$ cat src/rtl/dac_serial_out_if.sv
// dac_serial_out_if: sample request and DAC serial bus signals for dac_serial_out
interface dac_serial_out_if;
  logic       Start;
  logic [7:0] Data_in;
  logic       SCLK;
  logic       SYNC;
  logic       DIN;
  logic       Busy;
  logic       Done;
  modport master (output Start, Data_in, input SCLK, SYNC, DIN, Busy, Done);
  modport slave (input Start, Data_in, output SCLK, SYNC, DIN, Busy, Done);
endinterface

$ cat src/rtl/dac_serial_out.sv
// dac_serial_out: shifts one 16-bit frame {00, 00, code[7:0], 0000} MSB first to a serial DAC
module dac_serial_out #(
  parameter int DIV = 2
) (
  input logic CLK,
  input logic Reset,
  dac_serial_out_if.slave dac
);
  typedef enum logic [1:0] {IDLE, SHIFT, DONE} state_t;
  state_t state, state_n;
  logic [7:0] cnt, cnt_n;
  logic [3:0] bit_cnt, bit_n;
  logic [15:0] sh, sh_n;
  logic sclk, sclk_n, sync, sync_n;
  always_ff @(posedge CLK or posedge Reset)
    if (Reset) begin
      state <= IDLE;
      cnt <= '0;
      bit_cnt <= '0;
      sh <= '0;
      sclk <= 1'b1;
      sync <= 1'b1;
    end else begin
      state <= state_n;
      cnt <= cnt_n;
      bit_cnt <= bit_n;
      sh <= sh_n;
      sclk <= sclk_n;
      sync <= sync_n;
    end
  // DIN is the shift register MSB; it advances only when SCLK returns high
  always_comb begin
    state_n = state;
    cnt_n = cnt;
    bit_n = bit_cnt;
    sh_n = sh;
    sclk_n = sclk;
    sync_n = sync;
    case (state)
      IDLE: if (dac.Start) begin
        state_n = SHIFT;
        sh_n = {4'b0000, dac.Data_in, 4'b0000};
        cnt_n = '0;
        bit_n = 4'd15;
        sclk_n = 1'b1;
        sync_n = 1'b0;
      end
      SHIFT: if (cnt != 8'(DIV - 1)) cnt_n = cnt + 8'd1;
      else begin
        cnt_n = '0;
        if (sclk) sclk_n = 1'b0;
        else if (bit_cnt == 4'd0) begin
          state_n = DONE;
          sclk_n = 1'b1;
          sync_n = 1'b1;
          sh_n = '0;
        end else begin
          bit_n = bit_cnt - 4'd1;
          sclk_n = 1'b1;
          sh_n = {sh[14:0], 1'b0};
        end
      end
      default: state_n = IDLE;
    endcase
  end
  assign dac.SCLK = sclk;
  assign dac.SYNC = sync;
  assign dac.DIN = sh[15];
  assign dac.Busy = state != IDLE;
  assign dac.Done = state == DONE;
endmodule

$ cat src/flat_wrapper.sv
// flat-port wrapper written by rule: the top's interface ports become plain ports
module dac_serial_out_flat 
#(
  parameter int DIV = 2
)
  (CLK, Reset, dac_Start, dac_Data_in, dac_SCLK, dac_SYNC, dac_DIN, dac_Busy, dac_Done);
  dac_serial_out_if dac_i ();
  input logic CLK;
  input logic Reset;
  input wire logic [$bits(dac_i.Start)-1:0] dac_Start;
  input wire logic [$bits(dac_i.Data_in)-1:0] dac_Data_in;
  output wire logic [$bits(dac_i.SCLK)-1:0] dac_SCLK;
  output wire logic [$bits(dac_i.SYNC)-1:0] dac_SYNC;
  output wire logic [$bits(dac_i.DIN)-1:0] dac_DIN;
  output wire logic [$bits(dac_i.Busy)-1:0] dac_Busy;
  output wire logic [$bits(dac_i.Done)-1:0] dac_Done;
  assign dac_i.Start = dac_Start;
  assign dac_i.Data_in = dac_Data_in;
  assign dac_SCLK = dac_i.SCLK;
  assign dac_SYNC = dac_i.SYNC;
  assign dac_DIN = dac_i.DIN;
  assign dac_Busy = dac_i.Busy;
  assign dac_Done = dac_i.Done;
  dac_serial_out #(.DIV(DIV)) u_core (.CLK(CLK), .Reset(Reset), .dac(dac_i));
endmodule
$ cat config.mk
export PLATFORM = sky130hd
export DESIGN_NAME = dac_serial_out_flat
export DESIGN_NICKNAME = d
export VERILOG_FILES = /design/src/rtl/dac_serial_out_if.sv /design/src/rtl/dac_serial_out.sv /design/src/flat_wrapper.sv
export SDC_FILE = /design/constraint.sdc
export NUM_CORES = 1
export LEC_CHECK = 0
export CAP_MARGIN = 5
export CORE_UTILIZATION = 45
export DETAILED_ROUTE_END_ITERATION = 10
export GPL_TIMING_DRIVEN = 0
export PLACE_DENSITY_LB_ADDON = 0.25
export SYNTH_ARGS = -nofsm -noshare
export SYNTH_HDL_FRONTEND = slang
export SYNTH_SLANG_ARGS = --single-unit
$ cat constraint.sdc
create_clock -name CLK -period 5.26 [get_ports CLK]
set_input_delay 1.052 -clock CLK [delete_from_list [all_inputs] [get_ports CLK]]
set_output_delay 1.052 -clock CLK [all_outputs]
set_load 0.05 [all_outputs]
Word level (Yosys, flattened, before mapping)
Index checks and enable logic that the tools add are counted.
{"block": "word_totals", "n_memories": 0, "latchBits": 0, "wordCells": 53, "ram_bits": 0, "register_bits": 32, "output_inout_bits": 5, "mem_bits_ro": 0}
{"block": "op_classes", "n_bitwise": 0, "mux": 27, "n_addsub": 2, "shift": 0, "magnitude_cmp": 0, "n_mul": 0, "n_eq_ne": 8, "reduce_logical": 10, "n_div": 0}
{"operator": "$mux 16", "count": 4}
{"operator": "$pmux 16 s2", "count": 1}
{"operator": "$mux 4", "count": 4}
{"operator": "$mux 8", "count": 2}
{"operator": "$pmux 8 s2", "count": 1}
{"operator": "$reduce_and 5->1", "count": 2}
{"operator": "$add 8x1->8 const B", "count": 1}
{"operator": "$mux 2", "count": 4}
{"operator": "$ne 2x2->1 const B", "count": 4}
{"operator": "$ne 8x1->1 const B", "count": 1}
{"operator": "$pmux 4 s2", "count": 1}
{"operator": "$reduce_and 4->1", "count": 2}
{"operator": "$mux 1", "count": 7}
{"operator": "$logic_not 4->1", "count": 1}
{"operator": "$pmux 1 s2", "count": 2}
{"operator": "$pmux 2 s2", "count": 1}
{"operator": "$reduce_bool 2->1", "count": 2}
{"operator": "$sub 4x1->4 const B", "count": 1}
{"operator": "$reduce_and 3->1", "count": 1}
{"operator": "$eq 2x1->1 const B", "count": 1}
{"operator": "$eq 2x2->1 const B", "count": 1}
{"operator": "$logic_not 2->1", "count": 1}
{"operator": "$ne 2x1->1 const B", "count": 1}
{"operator": "$reduce_and 2->1", "count": 1}

Logic depth before layout (Yosys ltp)
{"block": "logic_depth", "word_depth": 5, "mapped_depth": 7}

Least setup slack after synthesis
OpenSTA, ideal clock, no wires.
{"block": "synth_timing", "kind": "register -> output", "startpoint": "register u_core.state[0]", "endpoint": "output port dac_Done", "path_stages_with_launch": 2, "path_slack_ps": 3079, "n_path_buf": 0, "t_arrival_ps": 1129, "cell_sequence": "dfrtp_1 -> nor2b_1"}
{"block": "synth_via", "elab_chain_cells": 1}
{"element": "start: declaration", "line": "dac_serial_out.sv:10", "source": "state_t state, state_n;"}
{"element": "start signal: assignment", "line": "dac_serial_out.sv:24", "source": "state <= state_n;"}
{"element": "$eq 2x2->1", "line": "dac_serial_out.sv:70", "source": "assign dac.Done = state == DONE;"}
{"element": "end: declaration", "line": "flat_wrapper.sv:16", "source": "output wire logic [$bits(dac_i.Done)-1:0] dac_Done;"}
No other way between the ends.

Worst setup path in the final report
{"block": "layout_timing", "startpoint": "register u_core.state[0]", "endpoint": "output port dac_Busy"}
{"block": "layout_via", "elab_chain_cells": 1}
{"element": "$reduce_bool 2->1", "line": "dac_serial_out.sv:69", "source": "assign dac.Busy = state != IDLE;"}
{"element": "end: declaration", "line": "flat_wrapper.sv:15", "source": "output wire logic [$bits(dac_i.Busy)-1:0] dac_Busy;"}
No other way between the ends.

==> flow_metrics.env <==
export IMPL_synth_compound_area_share_pct=18.05
export IMPL_die_h_um=58.20
export IMPL_synth_edf_count=0
export IMPL_min_period_over_period_pct=53.65
export IMPL_synth_area_mux_share_pct=8.539
export IMPL_clock_latency_ps=310
export IMPL_path_max_fanout=7
export IMPL_setup_worst_path_end_class="output pin"
export IMPL_hpwlAfterDp_um=1987
export IMPL_fp_row_count=20
export IMPL_multiInputGateArea_um2=670.6
export IMPL_hold_buffers=0
export IMPL_drc_errors=0
export IMPL_reg2reg_depth=6
export IMPL_crit_path_start_kind="flip-flop"
export IMPL_finalSetupTns_ps=0
export IMPL_p_leak_nw=0.7069
export IMPL_synth_top_area_share_pct=45.77
export IMPL_wl_per_cell_um=13.77
export IMPL_htree_levels=1
export IMPL_yosysMostFrequentCell="dfrtp_1"
export IMPL_async_flop_share_pct=100.0
export IMPL_synth_warnings=0
export IMPL_p_sw_share_pct=35.68
export IMPL_drt_iter0_drc=21
export IMPL_synth_top_family_by_area="compound AO/OA/AOI/OAI gates"
export IMPL_cellPowerDensity_nw_per_um2=420.0
export IMPL_max_cap_violations=0
export IMPL_yosys_area_share_simple_pct=17.34
export IMPL_dp_slack_ps=2613
export IMPL_fp_coreArea_um2=3028
export IMPL_ys_ff_latch=28
export IMPL_min_path_cells=1
export IMPL_antenna_cells=0
export IMPL_die_x_um=58.20
export IMPL_avgViaCountPerCell=5.469
export IMPL_fillers=284
export IMPL_relSlewSlack_pct=29.54
export IMPL_numPortBuffers=15
export IMPL_clock_sinks=28
export IMPL_ir_drop_mv=0.1409
export IMPL_power_total_mw=0.6926
export IMPL_synth_top_area_cell="dfrtp_1"
export IMPL_period_needed_ps=2822
export IMPL_antenna_found_initial=0
export IMPL_seq_area_frac_synth_pct=49.47
export IMPL_ys_flop_type="dfrtp_1"
export IMPL_pwr_share_seq_pct=54.5
export IMPL_power_switching_mw=0.2471
export IMPL_die_area_um2=3387
export IMPL_final_layout_size_suffix_gt1_share_pct=16.00
export IMPL_synth_xor_area_share_pct=0.6162
export IMPL_vias=1061
export IMPL_worstMarginPinSlew_ps=1056
export IMPL_finalWeightedCongestion=0.8196
export IMPL_first_pass_iters=4
export IMPL_path_clk_slew_ps=140
export IMPL_cts_root_buf="clkbuf_4"
export IMPL_crit_required_ps=4210
export IMPL_synth_fp_nets=146
export IMPL_fmax_mhz=354.3
export IMPL_synth_area_um2=1421
export IMPL_fin_ws_ps=2438
export IMPL_outcome="completed"
export IMPL_syn_to_final_growth_pct=16.02
export IMPL_hold_end="u_core.bit_cnt[0]"
export IMPL_setup_viol=0
export IMPL_syn_area_per_cell_um2=10.77
export IMPL_synth_cell_type_count=41
export IMPL_clock_skew_ps=7.104
export IMPL_synth_area_leaders="dfrtp_1 (46%), mux2_2 (7.1%), a22o_1 (4.9%), dfstp_2 (3.7%), o21ai_0 (2.8%)"
export IMPL_first_global_vias=961
export IMPL_final_max_slew_viol_count=0
export IMPL_ios=16
export IMPL_place_area_um2=1627
export IMPL_cts_setup_buffers=0
export IMPL_power_frac_comb_pct=33.3
export IMPL_grt_max_degree=29
export IMPL_r2r_end="u_core.sh[7]"
export IMPL_clk_path_buf_depth=2
export IMPL_post_cts_resized=0
export IMPL_globalRouteTotalUtil_pct=17.45
export IMPL_reg2reg_from="u_core.bit_cnt[0]"
export IMPL_grt_pass1_wl_um=4540
export IMPL_ys_top_cells_by_count="dfrtp_1 (26), mux2_2 (9), nand2_1 (9)"
export IMPL_wl_um=2671
export IMPL_numCtsBuffers=3
export IMPL_regArea_um2=703.2
export IMPL_worst_setup_path_type="reg2out"
export IMPL_cts_tree="built"
export IMPL_p_int_mw=0.4455
export IMPL_antenna_left=0
export IMPL_hold_ws_ps=509.3
export IMPL_clkPwrFrac_pct=12.2
export IMPL_grt_overflow=0
export IMPL_r2r_slack_ps=3190
export IMPL_design_area_um2=1649
export IMPL_syn_inst=132
export IMPL_start_util_pct=46.94
export IMPL_synthAdderAreaFrac_pct=2.641
export IMPL_hold_viol_final=0
export IMPL_final_nets=166
export IMPL_cp_data_arrival_time_ps=1770
export IMPL_hold_path_class="reg2reg"
export IMPL_rsz0062_at_grt="false"
export IMPL_worstHoldStart="u_core.bit_cnt[0]"
==> cells in the final DEF (no fill, tap or decap), types with 2 or more instances in the layout <==
master	count
dfrtp_1	26
clkdlybuf4s50_1	15
nand2_1	9
mux2_2	9
a22o_1	8
o21ai_0	8
inv_1	8
a21oi_1	7
nor3_1	7
a31oi_1	4
nor2_1	3
ha_1	3
clkbuf_4	3
nand2b_1	2
nor3b_1	2
nor4_1	2
or3_1	2
mux2i_1	2
and4_1	2
and3_1	2
nor2b_1	2
nand3_1	2
dfstp_2	2
==> layer usage <==
| layer | routed length, µm | vias to the layer above | global-route usage (%) |
|---|---|---|---|
| li1 | - | 522 | - |
| met1 | 1275 | 515 | 24.25 |
| met2 | 1292 | 22 | 29.23 |
| met3 | 86 | 2 | 2.679 |
| met4 | 17 | 0 | 3.061 |
| met5 | 0 | - | 0 |
==> worst max-delay path, stage by stage (launching register included) <==
cell and delay [ps]:
dfrtp_1 470, or2_2 290, clkdlybuf4s50_1 700
==> worst max-delay path by stage <==
stage	from	endpoint	slack (ps)	depth (start not counted)
after CTS	u_core.state[0]	dac_Busy	2430	2
after floorplan	u_core.state[0]	dac_Done	3080	1
after global placement	dac_Start	u_core.sh[5]	2610	5
after detailed placement	dac_Start	u_core.sh[7]	2610	5
final	u_core.state[0]	dac_Busy	2440	2
after global routing	u_core.state[0]	dac_Busy	2360	2
==> sequential cells by signal, indices dropped and copies added, names as in the netlist <==
| name | cells |
|---|---|
| u_core.cnt | 8 |
| u_core.bit_cnt | 4 |
| u_core.state | 2 |
| u_core.sh | 12 |
| u_core.dac.SYNC | 1 |
| u_core.dac.SCLK | 1 |
==> per-stage QoR <==
| step | std cells | util (%) |
|---|---|---|
| 6_report | 194 | 54.46 |
| 2_1_floorplan | 132 | - |
| 5_1_grt | 194 | 54.46 |
| 3_3_place_gp | 191 | 53.72 |
| 4_1_cts | 194 | 54.46 |
| 3_5_place_dp | 191 | 53.72 |
==> layout make-up <==
| type | instances | area share [%] |
|---|---|---|
| buffer | 3 | 1.062 |
| clock buffer | 3 | 1.366 |
| inverter | 8 | 1.821 |
| multi-input combinational | 93 | 40.67 |
| sequential | 28 | 42.64 |
| tap | 44 | 3.338 |
| timing repair buffer | 15 | 9.105 |
==> logic make-up (layout without fill, tap and decap cells) <==
logic type	count (synthesis)	in the layout
and+or+nand+nor	41	41
AOI/OAI and AO/OA	37	37
DFF	28	28
muxes	11	11
buffers and inverters	11	29
adders and majority gates	3	3
xor gates and xnor gates	1	1
==> power groups by stage <==
stage               clock network (mW)  registers [mW]  logic, mW
floorplan                            0           0.390      0.156
global placement                     0           0.377      0.221
detailed placement                   0           0.381      0.234
CTS                             0.0883           0.377      0.234
global route                    0.0944           0.390      0.264
finish                          0.0842           0.378      0.231
(Power assumes the default switching activity.)
